$ cat src/rtl/tdm_demux.sv
// TDM serial receiver: hunts for frame sync, deserialises MSB-first slots and
// routes each completed word into a per-channel valid/ready holding register.
module tdm_demux #(
  parameter int unsigned NCH   = 2,
  parameter int unsigned WIDTH = 8
) (
  input  logic                   clk,
  input  logic                   rst_n,
  input  logic                   din,
  input  logic                   din_en,
  input  logic                   sync,
  output logic [NCH*WIDTH-1:0]   ch_data,
  output logic [NCH-1:0]         ch_valid,
  input  logic [NCH-1:0]         ch_ready,
  output logic [NCH-1:0]         ovf,
  input  logic                   ovf_clr,
  output logic                   frame_err,
  output logic                   locked
);

  localparam int unsigned BW = $clog2(WIDTH + 1);
  localparam int unsigned SW = $clog2(NCH);

  typedef enum logic {HUNT = 1'b0, RUN = 1'b1} state_e;

  state_e                      state_q, state_d;
  logic [WIDTH-1:0]            shreg_q, shreg_d;
  logic [BW-1:0]               bit_cnt_q, bit_cnt_d;
  logic [SW-1:0]               slot_q, slot_d;
  logic [NCH-1:0][WIDTH-1:0]   data_q, data_d;
  logic [NCH-1:0]              valid_q, valid_d;
  logic [NCH-1:0]              ovf_q, ovf_d;
  logic                        frame_err_q, frame_err_d;
  logic                        locked_q;

  logic                        at_start;
  logic                        done;
  logic                        hit;
  logic [WIDTH-1:0]            shifted;
  logic [WIDTH-1:0]            restart;

  // State registers
  always_ff @(posedge clk) begin
    if (!rst_n) begin
      state_q     <= HUNT;
      shreg_q     <= '0;
      bit_cnt_q   <= '0;
      slot_q      <= '0;
      data_q      <= '0;
      valid_q     <= '0;
      ovf_q       <= '0;
      frame_err_q <= 1'b0;
      locked_q    <= 1'b0;
    end else begin
      state_q     <= state_d;
      shreg_q     <= shreg_d;
      bit_cnt_q   <= bit_cnt_d;
      slot_q      <= slot_d;
      data_q      <= data_d;
      valid_q     <= valid_d;
      ovf_q       <= ovf_d;
      frame_err_q <= frame_err_d;
      locked_q    <= (state_d == RUN);
    end
  end

  // Alignment FSM, deserialiser and per-channel holding registers
  always_comb begin
    state_d     = state_q;
    shreg_d     = shreg_q;
    bit_cnt_d   = bit_cnt_q;
    slot_d      = slot_q;
    frame_err_d = 1'b0;
    done        = 1'b0;
    hit         = 1'b0;
    data_d      = data_q;
    valid_d     = valid_q;
    ovf_d       = ovf_q;

    at_start = (bit_cnt_q == '0) && (slot_q == '0);
    shifted  = {shreg_q[WIDTH-2:0], din};
    restart  = {{(WIDTH-1){1'b0}}, din};

    case (state_q)
      HUNT: begin
        if (din_en && sync) begin
          state_d   = RUN;
          shreg_d   = restart;
          bit_cnt_d = BW'(1);
          slot_d    = '0;
        end
      end
      RUN: begin
        if (din_en) begin
          if (sync && !at_start) begin
            // Early sync: drop the partial word and realign on this bit
            frame_err_d = 1'b1;
            shreg_d     = restart;
            bit_cnt_d   = BW'(1);
            slot_d      = '0;
          end else if (!sync && at_start) begin
            frame_err_d = 1'b1;
            state_d     = HUNT;
          end else begin
            shreg_d = shifted;
            if (bit_cnt_q == BW'(WIDTH - 1)) begin
              done      = 1'b1;
              bit_cnt_d = '0;
              slot_d    = (slot_q == SW'(NCH - 1)) ? '0 : slot_q + SW'(1);
            end else begin
              bit_cnt_d = bit_cnt_q + BW'(1);
            end
          end
        end
      end
      default: state_d = HUNT;
    endcase

    // A drain and a load in the same cycle leave the channel full with the new word
    for (int c = 0; c < int'(NCH); c++) begin
      hit      = done && (slot_q == SW'(c));
      ovf_d[c] = ovf_q[c] & ~ovf_clr;
      if (valid_q[c] && ch_ready[c]) valid_d[c] = 1'b0;
      if (hit) begin
        if (!valid_q[c] || ch_ready[c]) begin
          data_d[c]  = shifted;
          valid_d[c] = 1'b1;
        end else begin
          ovf_d[c] = 1'b1;
        end
      end
    end
  end

  assign ch_data   = data_q;
  assign ch_valid  = valid_q;
  assign ovf       = ovf_q;
  assign frame_err = frame_err_q;
  assign locked    = locked_q;

endmodule

$ cat config.mk
export PLATFORM = sky130hd
export DESIGN_NAME = tdm_demux
export DESIGN_NICKNAME = d
export VERILOG_FILES = /design/src/rtl/tdm_demux.sv
export SDC_FILE = /design/constraint.sdc
export NUM_CORES = 1
export LEC_CHECK = 0
export ABC_AREA = 1
export ABC_CLOCK_PERIOD_IN_PS = 4000
export CORE_ASPECT_RATIO = 1.4
export CORE_MARGIN = 4
export CORE_UTILIZATION = 54
export DETAILED_ROUTE_END_ITERATION = 8
export PLACE_DENSITY_LB_ADDON = 0.12
export SLEW_MARGIN = 20
export SYNTH_ARGS = -nofsm -noshare
export SYNTH_HDL_FRONTEND = slang
export SYNTH_SLANG_ARGS = --single-unit
$ cat constraint.sdc
create_clock -name clk -period 4 [get_ports clk]
set_input_delay 0.8 -clock clk [delete_from_list [all_inputs] [get_ports clk]]
set_output_delay 0.8 -clock clk [all_outputs]
set_load 0.005 [all_outputs]
# Word level (Yosys, flattened, before mapping)
# Cells that the tools add are included.
# totals
reg_bits,34
word_cells,81
# classes
muxes,40
reduce_logical,20
bitwise,5
eq_ne,5
addsub,2
# op_table
op,count
7-bit 2-to-1 mux,4
1-bit 2-to-1 mux,27
4-bit 2-to-1 mux,5
7-bit case mux with 2 select lines,1
1-bit logical AND,8
4-bit case mux with 2 select lines,1
3-bit AND reduction,2
4-bit by 1-bit adder with 4-bit output (second input constant),1
4-bit by 3-bit equality test with 1-bit output (second input constant),1
1-bit logical NOT,4
4-bit logical NOT,1
2-bit != test (second input constant),2
1-bit case mux with 2 select lines,2
2-bit AND reduction,2
4-bit AND reduction,1
3-bit by 1-bit != test with 1-bit output (second input constant),1
3-bit != test (second input constant),1
1-bit NOT,3
1-bit bitwise AND,2
1-bit logical OR,2
1-bit adder (second input constant),1

# Logic depth before layout (Yosys ltp)
# Gate-level depths: netlist of run 1.
# logic_depth
word_depth,9
mapped_depth,13
mapped_depth_nobuf,12

# Worst setup path before layout of run 1
# No wires, ideal clock.
# synth_path
path_kind,input -> register
start,input port sync
end,register data_q (netlist bit ch_data[10])
slack_ns,2.118
path_buffers,1
setup_time_ns,0.113
cell_stages,9
arrival_time_ns,1.769
path_cell_list,inv_1 -> ha_1 -> inv_1 -> nand2_1 -> nor2_8 -> nand4_4 -> buf_6 -> nor2_1 -> nor2_1
# synth_between
elab_chain_len,8
elab_cells_between_ends,9
# synth_lines
element,line_no,text
"start, declared",11,"input logic sync,"
1-bit logical NOT,101,end else if (!sync && at_start) begin
1-bit logical AND,101,
1-bit 2-to-1 mux,101,
1-bit 2-to-1 mux (*),95,if (sync && !at_start) begin
1-bit 2-to-1 mux (*),94,if (din_en) begin
1-bit 2-to-1 mux (*),84,case (state_q)
1-bit logical AND (*),121,hit = done && (slot_q == SW'(c));
2-bit AND reduction (no line) (*),--,
"end signal, assigned",59,data_q <= data_d;
"end, declared",30,"logic [NCH-1:0][WIDTH-1:0] data_q, data_d;"
# Mark *: on every way between the ends. The rest lies on a longest branch, timed or not.
# A chain may end at the register's enable or synchronous reset.

==> qor.csv, run 1 <==
metric,value,unit
run status,completed,
share of final-layout standard cells stronger than drive strength 1,0.0583,
total iterations of the first detailed-routing run,4,
growth of design area from synthesis to finish,23.4,%
CTS Sinks,34,
Worst Path Max Fanout,19,
post-synthesis cell type count,20,
clock root buffer,sky130_fd_sc_hd__clkbuf_4,
sequential fraction of design power,0.599,
Crit Path Category,in -> reg,
post-route minimum period,2.36,ns
number of max-capacitance violations reported,0,
aggregate global-route resource usage,0.188,
# rows,22,
H-tree Lvls,2,
Setup-failing EPs final,0,
Chip Width,52.8,um
final clock skew,0.00211,ns
TritonCTS Buffers,5,
Final Power,0.000594,W
post-detail-place hpwl,2200,um
core area,2670,sq um
Hold Fails Final Rpt,0,
CTS resizes,0,
Internal Pwr Total,0.000448,W
type of the most critical hold path,reg -> reg,
insertion delay to the later sink of the worst-skew pair,0.33,ns
kind of end point of the critical path,register,
number of global-route vias before repair,1295,
Synth area leaders,"sky130_fd_sc_hd__dfxtp_1 (45%), sky130_fd_sc_hd__nand2_1 (12%), sky130_fd_sc_hd__nor2_1 (11%)",
wire length of the first global-routing pass,5300,um
DRT Wirelength,2980,um
most frequently used cell type in the post-synthesis netlist,sky130_fd_sc_hd__nand2_1,
predominant post-synthesis flop cell,sky130_fd_sc_hd__dfxtp_1,
count of antenna-violating nets left after detailed routing,0,
CTS Hold Buffers Added,0,
net switching share of the total power,0.246,
clock tree from TritonCTS,done,
combinational group share of total power,0.093,
number of instances in the synthesized netlist,209,
number of post-CTS setup repair buffers,0,
final total negative setup slack,0,ns
Critical Path Source Type,primary input,
largest net degree at the start of global routing,20,
non-filler cells in the finished layout,276,
post-synthesis net count,222,
total of fill cells in the finished design,250,
static leakage power,0.900,nW
VDD IR max,0.281,mV
total of warnings raised by yosys,0,
register bit total from synthesis,34,
top cell type by total area after synthesis,sky130_fd_sc_hd__dfxtp_1,
upper clock frequency limit,424,MHz
Final period util,0.590,
number of enable-type register cells in the synthesized netlist,0,
fin. max-slew vios,0,
RSZ-0062 raised after global routing,no,
leading cell types by count after synthesis,"sky130_fd_sc_hd__nand2_1 (47), sky130_fd_sc_hd__nor2_1 (46), sky130_fd_sc_hd__dfxtp_1 (34)",
"Net count, final",254,
final global-route overflow total,0,
post-detailed-route wirelength per cell,10.8,um
data required time of the critical path,4.27,ns
Syn Std Cell Area,1520,sq um
worst-case headroom to the max-slew limit,0.590,
Die Ht,70.7,um
slew at the pin closest to its max-slew limit,0.614,ns
number of ports placed on the die boundary,30,
power density over cell area,318,nW/um^2
starting density of the core,0.567,
Switch Pwr,0.000146,W
share of synthesized area occupied by flip-flops and latches,0.449,
1st-iter DRT viols,39,
mean number of vias per cell,4.79,
total instance count after detailed placement,270,
routability-driven placement congestion ratio,0.765,
worst endpoint data arrival time,2.63,ns
largest buffer count on any clock path,2,
Clk pwr share,0.308,
area share of the largest cell type after synthesis,0.449,
final core utilization,0.700,
antenna diode count,0,
clock-pin slew reported for the worst setup and hold paths after clock tree synthesis,0.09,ns
number of remaining DRC errors,0,
area of the die,3730,sq um
share of flip-flops with an asynchronous set or reset after synthesis,0,
Via Count,1322,
initial antenna violation count,0,
port bufs,29,
mean cell area of the mapped netlist,7.25,sq um
[through the flow]
| stage | instance area [sq um] | hold WS, ns | worst slack [ns] |
|---|---|---|---|
| finish | 1870 | 0.475 | 1.64 |
| floorplan | 1520 | 0.452 | 2.12 |
| global placement | 1820 | 0.474 | 1.39 |
| CTS | 1870 | 0.481 | 1.67 |
| detailed placement | 1820 | 0.462 | 1.32 |
| global route | 1870 | 0.504 | 1.46 |
[power groups by stage]
stage                logic, W  registers, W  clock network (W)
finish              0.0000553      0.000356           0.000183
global route        0.0000639      0.000357           0.000205
CTS                 0.0000555      0.000356           0.000192
detailed placement  0.0000551      0.000364                  0
global placement    0.0000533      0.000363                  0
floorplan           0.0000376      0.000361                  0
[flip-flops by register name, indices dropped and copies added, names as in the netlist]
name / cells
ovf: 2
ch_valid: 2
bit_cnt_q: 4
locked: 1
slot_q: 1
shreg_q: 7
frame_err: 1
ch_data: 16
[cell families after synthesis]
logic type | count (synthesis) | synth area share
AO/OA/AOI/OAI | 25 | 0.0875
adder cells (fa/ha/maj) | 5 | 0.0413
buffers and inverters | 38 | 0.106
flip-flops | 34 | 0.449
AND/OR/NAND/NOR | 107 | 0.316
[path summary, 6_finish.rpt]
check               from            to  slack [ns]  depth (start not counted)
setup / recovery   rst_n  bit_cnt_q[2]        1.64                          5
hold / removal    ovf[1]        ovf[1]        0.47                          2
hold reg to reg   ovf[1]        ovf[1]        0.47                          2
setup reg to reg  slot_q    ch_data[3]        1.98                         11
[placed cells by master, fill, tap and decap left out]
master,Yosys,final
sky130_fd_sc_hd__a21oi_2,1,1
sky130_fd_sc_hd__o21ai_0,13,13
sky130_fd_sc_hd__clkbuf_4,0,5
sky130_fd_sc_hd__nor2_1,46,46
sky130_fd_sc_hd__a311oi_1,1,1
sky130_fd_sc_hd__a21oi_1,9,9
sky130_fd_sc_hd__inv_2,1,1
sky130_fd_sc_hd__nand4_1,3,3
sky130_fd_sc_hd__nand4_4,2,2
sky130_fd_sc_hd__nor2_4,1,1
sky130_fd_sc_hd__ha_1,5,5
sky130_fd_sc_hd__nand2_1,47,47
sky130_fd_sc_hd__nor3_1,1,1
sky130_fd_sc_hd__dfxtp_1,34,34
sky130_fd_sc_hd__nand3_1,4,4
sky130_fd_sc_hd__o21ai_1,1,1
sky130_fd_sc_hd__inv_1,33,33
sky130_fd_sc_hd__nand2_2,2,2
sky130_fd_sc_hd__nor2_8,1,1
sky130_fd_sc_hd__clkbuf_8,0,1
sky130_fd_sc_hd__clkdlybuf4s50_1,0,29
[per-layer routing]
layer / vias to the layer above / share of wire / track usage
met1: 575 / 0.41 / 0.200
met3: 10 / 0.053 / 0.0547
li1: 701 / - / -
met5: - / 0 / 0
met2: 36 / 0.50 / 0.318
met4: 0 / 0.033 / 0.114
[worst max-delay path, stage by stage]
cell	delay (ns)
sky130_fd_sc_hd__clkdlybuf4s50_1	0.86
sky130_fd_sc_hd__inv_1	0.30
sky130_fd_sc_hd__a21oi_2	0.35
sky130_fd_sc_hd__o21ai_0	0.17
sky130_fd_sc_hd__a21oi_1	0.15
[layout make-up]
class,instances,area (sq um),area share
flip-flops and latches,34,681,0.364
multi-input cells,137,674,0.361
repair buffers,29,290,0.155
inverters,34,128,0.0683
clock buffers,6,51.3,0.0274
well taps,36,45.0,0.0241
(Power assumes the default switching activity.)
==> run 2: changes to the inputs <==
--- a/config.mk
+++ b/config.mk
@@ -6,10 +6,10 @@
 export NUM_CORES = 1
 export LEC_CHECK = 0
 export ABC_AREA = 1
-export ABC_CLOCK_PERIOD_IN_PS = 4000
+export ABC_CLOCK_PERIOD_IN_PS = 2100
 export CORE_ASPECT_RATIO = 1.4
 export CORE_MARGIN = 4
-export CORE_UTILIZATION = 54
+export CORE_UTILIZATION = 45
 export DETAILED_ROUTE_END_ITERATION = 8
 export PLACE_DENSITY_LB_ADDON = 0.12
 export SLEW_MARGIN = 20
==> constraint.sdc (replaced) <==
create_clock -name clk -period 2.1 [get_ports clk]
set_input_delay 0.42 -clock clk [delete_from_list [all_inputs] [get_ports clk]]
set_output_delay 0.42 -clock clk [all_outputs]
set_load 0.005 [all_outputs]
==> qor.csv, run 2 (same netlist as run 1, synthesis figures left out) <==
metric,value,unit
run status,completed,
final global-route overflow total,0,
final clock skew,0.00780,ns
wire length of the first global-routing pass,5350,um
"commonest non-fill, non-tap cell in the layout",sky130_fd_sc_hd__nand2_1,
DP Worst Slack,-0.0476,ns
Chip Width,57.0,um
static leakage power,0.933,nW
Worst Path Max Fanout,16,
post-route minimum period,1.89,ns
upper clock frequency limit,529,MHz
number of ports placed on the die boundary,30,
initial antenna violation count,0,
number of remaining DRC errors,0,
post-detailed-route wirelength per cell,10.8,um
Switch Pwr,0.000304,W
Via Count,1335,
antenna diode count,0,
share of final-layout standard cells stronger than drive strength 1,0.0816,
mean number of vias per cell,4.70,
Clk pwr share,0.358,
area of the die,4370,sq um
growth of design area from synthesis to finish,27.5,%
most used cells in the layout excluding fill and tap cells,"sky130_fd_sc_hd__nand2_1 (47), sky130_fd_sc_hd__nor2_1 (46), sky130_fd_sc_hd__inv_1 (33), sky130_fd_sc_hd__dfxtp_1 (33), sky130_fd_sc_hd__clkdlybuf4s50_1 (29)",
buffering stage count on the worst path with inverters included,3,
capture endpoint of the worst hold path,ovf[1],
cell depth of the worst flop-to-flop path,11,
CTS Sinks,34,
gate family responsible for the most delay along the worst path,simple AND/OR/NAND/NOR gates,
slew at the pin closest to its max-slew limit,0.381,ns
port bufs,29,
PnR worst setup slack,0.211,ns
total of fill cells in the finished design,317,
routability-driven placement congestion ratio,0.870,
net switching share of the total power,0.246,
final total negative setup slack,0,ns
Hold Crit Start,ovf[1],
kind of end point of the critical path,register,
Crit Path Category,reg -> reg,
count of antenna-violating nets left after detailed routing,0,
Post-Route Hold Slack,0.467,ns
insertion delay to the later sink of the worst-skew pair,0.28,ns
combinational group share of total power,0.090,
r2r startpoint,bit_cnt_q[0],
core area,3180,sq um
worst endpoint data arrival time,2.06,ns
number of global-route vias before repair,1264,
"Net count, final",258,
DRT Wirelength,3050,um
worst-case headroom to the max-slew limit,0.746,
clock-pin slew reported for the worst setup and hold paths after clock tree synthesis,0.07,ns
largest buffer count on any clock path,2,
sequential fraction of design power,0.552,
largest net degree at the start of global routing,19,
number of max-capacitance violations reported,0,
Final Power,0.00123,W
critical register-to-register path endpoint,ch_data[6],
power density over cell area,638,nW/um^2
non-filler cells in the finished layout,284,
starting density of the core,0.476,
"most used cell, CP",sky130_fd_sc_hd__inv_1,
post-detail-place hpwl,2230,um
Setup-failing EPs final,0,
data required time of the critical path,2.27,ns
H-tree Lvls,2,
Hold Fails Final Rpt,0,
clock tree from TritonCTS,done,
"reg-to-reg slack, setup",0.21,ns
type of the most critical hold path,reg -> reg,
clock root buffer,sky130_fd_sc_hd__clkbuf_8,
RSZ-0062 raised after global routing,no,
chain of cells forming the critical path,inv_1 -> ha_1 -> nand4_1 -> inv_1 -> ha_1 -> inv_1 -> nand2_1 -> nor2_8 -> nand4_4 -> nor2_1 -> nor2_1,
1st-iter DRT viols,29,
Critical Path Source Type,register,
total iterations of the first detailed-routing run,4,
Internal Pwr Total,0.000929,W
delay of the slowest cell on the worst path,0.36,ns
Die Ht,76.7,um
total instance count after detailed placement,277,
Final period util,0.900,
standard cell with the maximum stage delay on the critical path,sky130_fd_sc_hd__dfxtp_2,
fin. max-slew vios,0,
TritonCTS Buffers,5,
VDD IR max,0.420,mV
worst hold path depth,2,
aggregate global-route resource usage,0.153,
# rows,24,
flip-flop count of the largest register after layout,16,
run 2: cell count changes in the layout (fill, tap and decap cells not counted):
cell / before / now
sky130_fd_sc_hd__clkbuf_4: 5 / 0
sky130_fd_sc_hd__clkinv_2: 0 / 2
sky130_fd_sc_hd__dfxtp_2: 0 / 1
sky130_fd_sc_hd__buf_4: 0 / 4
sky130_fd_sc_hd__dfxtp_1: 34 / 33
sky130_fd_sc_hd__clkbuf_8: 1 / 5
run 2: power by group through the flow:
stage,logic (W),clock network [W],registers [W]
final,0.000110,0.000442,0.000680
after global routing,0.000127,0.000489,0.000682
after CTS,0.000112,0.000459,0.000679
after detailed placement,0.000111,0,0.000694
after global placement,0.000111,0,0.000694
after floorplan,0.0000717,0,0.000688
run 2: how the worst max path moves through the flow:
stage,start,endpoint,slack (ns),depth (start not counted)
after floorplan,bit_cnt_q[0],ch_data[10],0.34,12
after global placement,sync,ch_data[6],-0.03,9
after detailed placement,sync,ch_data[6],-0.05,9
after CTS,bit_cnt_q[0],ch_data[6],0.16,11
after global routing,bit_cnt_q[1],ch_data[5],0.04,12
final,bit_cnt_q[0],ch_data[6],0.21,11
run 2: worst register-to-register path: cells and delay by family (launching register included):
family        cells  cell delay [ns]
simple gates      6             0.83
buf+inv           3             0.21
fa+ha+maj         2             0.39
flops             1             0.36
run 2: per-stage QoR:
stage / area (sq um) / util
3_5_place_dp: 1850 / 0.582
6_report: 1930 / 0.607
5_1_grt: 1930 / 0.607
4_1_cts: 1930 / 0.607
3_3_place_gp: 1850 / 0.582
2_1_floorplan: 1520 / -
run 2: timing repair:
item,in CTS,in global routing
buffers inserted,0,0
setup endpoints to repair,0,9
hold buffers,0,0
gates resized for setup,0,1
run 2: layout make-up:
| class | count | area [sq um] | share of cell area |
|---|---|---|---|
| timing repair buffer | 33 | 320 | 0.166 |
| inverter | 34 | 128 | 0.0661 |
| clock inverter | 2 | 10.0 | 0.00518 |
| tap | 39 | 48.8 | 0.0253 |
| sequential | 34 | 682 | 0.353 |
| multi-input combinational | 137 | 674 | 0.349 |
| clock buffer | 5 | 68.8 | 0.0356 |
run 2: layer usage:
| layer | GRT usage | up-vias | routed length (um) |
|---|---|---|---|
| li1 | - | 706 | - |
| met2 | 0.245 | 41 | 1460 |
| met3 | 0.0454 | 9 | 151 |
| met5 | 0 | - | 0 |
| met1 | 0.174 | 579 | 1350 |
| met4 | 0.0951 | 0 | 83 |
==> run 3: changes to the inputs <==
--- a/config.mk
+++ b/config.mk
@@ -7,11 +7,12 @@
 export LEC_CHECK = 0
 export ABC_AREA = 1
 export ABC_CLOCK_PERIOD_IN_PS = 2100
+export CAP_MARGIN = 20
 export CORE_ASPECT_RATIO = 1.4
 export CORE_MARGIN = 4
 export CORE_UTILIZATION = 45
 export DETAILED_ROUTE_END_ITERATION = 8
-export PLACE_DENSITY_LB_ADDON = 0.12
+export PLACE_DENSITY = 0.81
 export SLEW_MARGIN = 20
 export SYNTH_ARGS = -nofsm -noshare
 export SYNTH_HDL_FRONTEND = slang
==> constraint.sdc (replaced) <==
create_clock -name clk -period 2.1 [get_ports clk]
set_input_delay 0.21 -clock clk [delete_from_list [all_inputs] [get_ports clk]]
set_output_delay 0.21 -clock clk [all_outputs]
set_load 0.005 [all_outputs]
==> qor.csv, run 3 (same netlist as run 1, synthesis figures left out) <==
metric,value,unit
"reg-to-reg slack, setup",0.13,ns
growth of design area from synthesis to finish,29.1,%
count of antenna-violating nets left after detailed routing,0,
clock-pin slew reported for the worst setup and hold paths after clock tree synthesis,0.06,ns
number of global-route vias before repair,1310,
CTS Hold Buffers Added,0,
number of max-capacitance violations reported,0,
worst-case headroom to the max-slew limit,0.757,
final clock skew,0.00718,ns
critical register-to-register path endpoint,ch_data[11],
Crit Path Category,reg -> reg,
area of the die,4370,sq um
type of the most critical hold path,reg -> reg,
total iterations of the first detailed-routing run,4,
standard cell with the maximum stage delay on the critical path,sky130_fd_sc_hd__dfxtp_1,
fin. max-slew vios,0,
antenna diode count,0,
CTS Sinks,34,
upper clock frequency limit,507,MHz
starting density of the core,0.476,
Via Count,1417,
total of fill cells in the finished design,302,
first element of the critical path,bit_cnt_q[1],
Chip Width,57.0,um
slew at the pin closest to its max-slew limit,0.365,ns
power density over cell area,637,nW/um^2
number of ports placed on the die boundary,30,
flip-flop count of the largest register after layout,16,
insertion delay to the later sink of the worst-skew pair,0.30,ns
r2r startpoint,bit_cnt_q[1],
largest buffer count on any clock path,2,
RSZ-0062 raised after global routing,yes,
cell depth of the worst flop-to-flop path,11,
post-route minimum period,1.97,ns
initial antenna violation count,0,
VDD IR max,0.438,mV
port bufs,29,
Critical Path Source Type,register,
number of remaining DRC errors,0,
core area,3180,sq um
most used cells in the layout excluding fill and tap cells,"sky130_fd_sc_hd__nand2_1 (47), sky130_fd_sc_hd__nor2_1 (46), sky130_fd_sc_hd__inv_1 (33), sky130_fd_sc_hd__dfxtp_1 (33), sky130_fd_sc_hd__clkdlybuf4s50_1 (29)",
end point of the critical path,ch_data[11],
Final period util,0.938,
PnR worst setup slack,0.129,ns
DRT Wirelength,3410,um
"most used cell, CP",sky130_fd_sc_hd__inv_1,
worst hold path depth,2,
wire length of the first global-routing pass,5460,um
worst endpoint data arrival time,2.16,ns
# rows,24,
chain of cells forming the critical path,inv_1 -> ha_1 -> nand4_1 -> inv_1 -> ha_1 -> inv_1 -> nand2_1 -> nor2_8 -> nand4_2 -> nor2_1 -> nor2_1,
data required time of the critical path,2.29,ns
1st-iter DRT viols,36,
"Net count, final",259,
post-detailed-route wirelength per cell,12.0,um
Setup-failing EPs final,0,
delay of the slowest cell on the worst path,0.35,ns
final global-route overflow total,0,
"commonest non-fill, non-tap cell in the layout",sky130_fd_sc_hd__nand2_1,
run status,completed,
clock tree from TritonCTS,done,
routability-driven placement congestion ratio,0.830,
H-tree Lvls,2,
static leakage power,0.924,nW
Hold Fails Final Rpt,0,
non-filler cells in the finished layout,285,
largest net degree at the start of global routing,19,
kind of end point of the critical path,register,
mean number of vias per cell,4.97,
Worst Path Max Fanout,9,
Hold Crit Start,ovf[1],
TritonCTS Buffers,5,
post-detail-place hpwl,2310,um
Die Ht,76.7,um
clock root buffer,sky130_fd_sc_hd__clkbuf_8,
DP Worst Slack,0.113,ns
total instance count after detailed placement,276,
share of final-layout standard cells stronger than drive strength 1,0.0772,
aggregate global-route resource usage,0.159,
[run 3: cell types whose count changed in the layout (fill, tap and decap cells not counted), sizes merged]
| cell | before | now |
|---|---|---|
| buf | 4 | 3 |
| clkinv | 2 | 0 |
| clkbuf | 5 | 7 |
| nand4 | 5 | 7 |
[run 3: final cells by class]
type	count	area (sq um)	area share
Sequential cell	34	682	0.349
Clock buffer	7	76.3	0.0390
Multi-Input combinational cell	139	708	0.362
Timing Repair Buffer	32	313	0.160
Tap cell	39	48.8	0.0250
Inverter	34	128	0.0653
[run 3: layer usage]
metal,vias up,track usage,wire [um]
met5,-,0,0
met1,649,0.170,1340
met3,12,0.0437,181
li1,722,-,-
met4,0,0.125,91
met2,34,0.257,1800
[run 3: repair_timing]
action	CTS	global route
setup buffers	0	0
setup endpoints to repair	0	9
gates resized for setup	0	2
hold endpoints to repair	0	0
[run 3: stage by stage]
step	TNS, ns	area [sq um]	power [W]	util	hold WS [ns]
after CTS	0	1920	0.00124	0.603	0.465
final	0	1960	0.00125	0.614	0.463
after detailed placement	0	1840	0.000803	0.579	0.457
after global routing	-0.127	1960	0.00130	0.614	0.489
after global placement	0	1840	0.000801	0.579	0.454
after floorplan	0	1520	0.000760	-	0.325
[run 3: power breakdown]
part           switching, W  internal, W
sequential        0.0000157     0.000662
clock              0.000227     0.000228
combinational     0.0000696    0.0000446
total              0.000312     0.000934
[run 3: worst min-delay path by stage]
stage | to | slack, ns
floorplan | locked | 0.33
global placement | ovf[1] | 0.45
detailed placement | ovf[1] | 0.46
CTS | ovf[1] | 0.47
global route | ovf[0] | 0.49
finish | ovf[1] | 0.46
[run 3: worst max-delay path: cells and delay by family, from the launching register on]
| family | cells | cell delay, ns |
|---|---|---|
| buf+inv | 3 | 0.20 |
| flops | 1 | 0.35 |
| simple gates | 6 | 0.93 |
| fa+ha+maj | 2 | 0.38 |
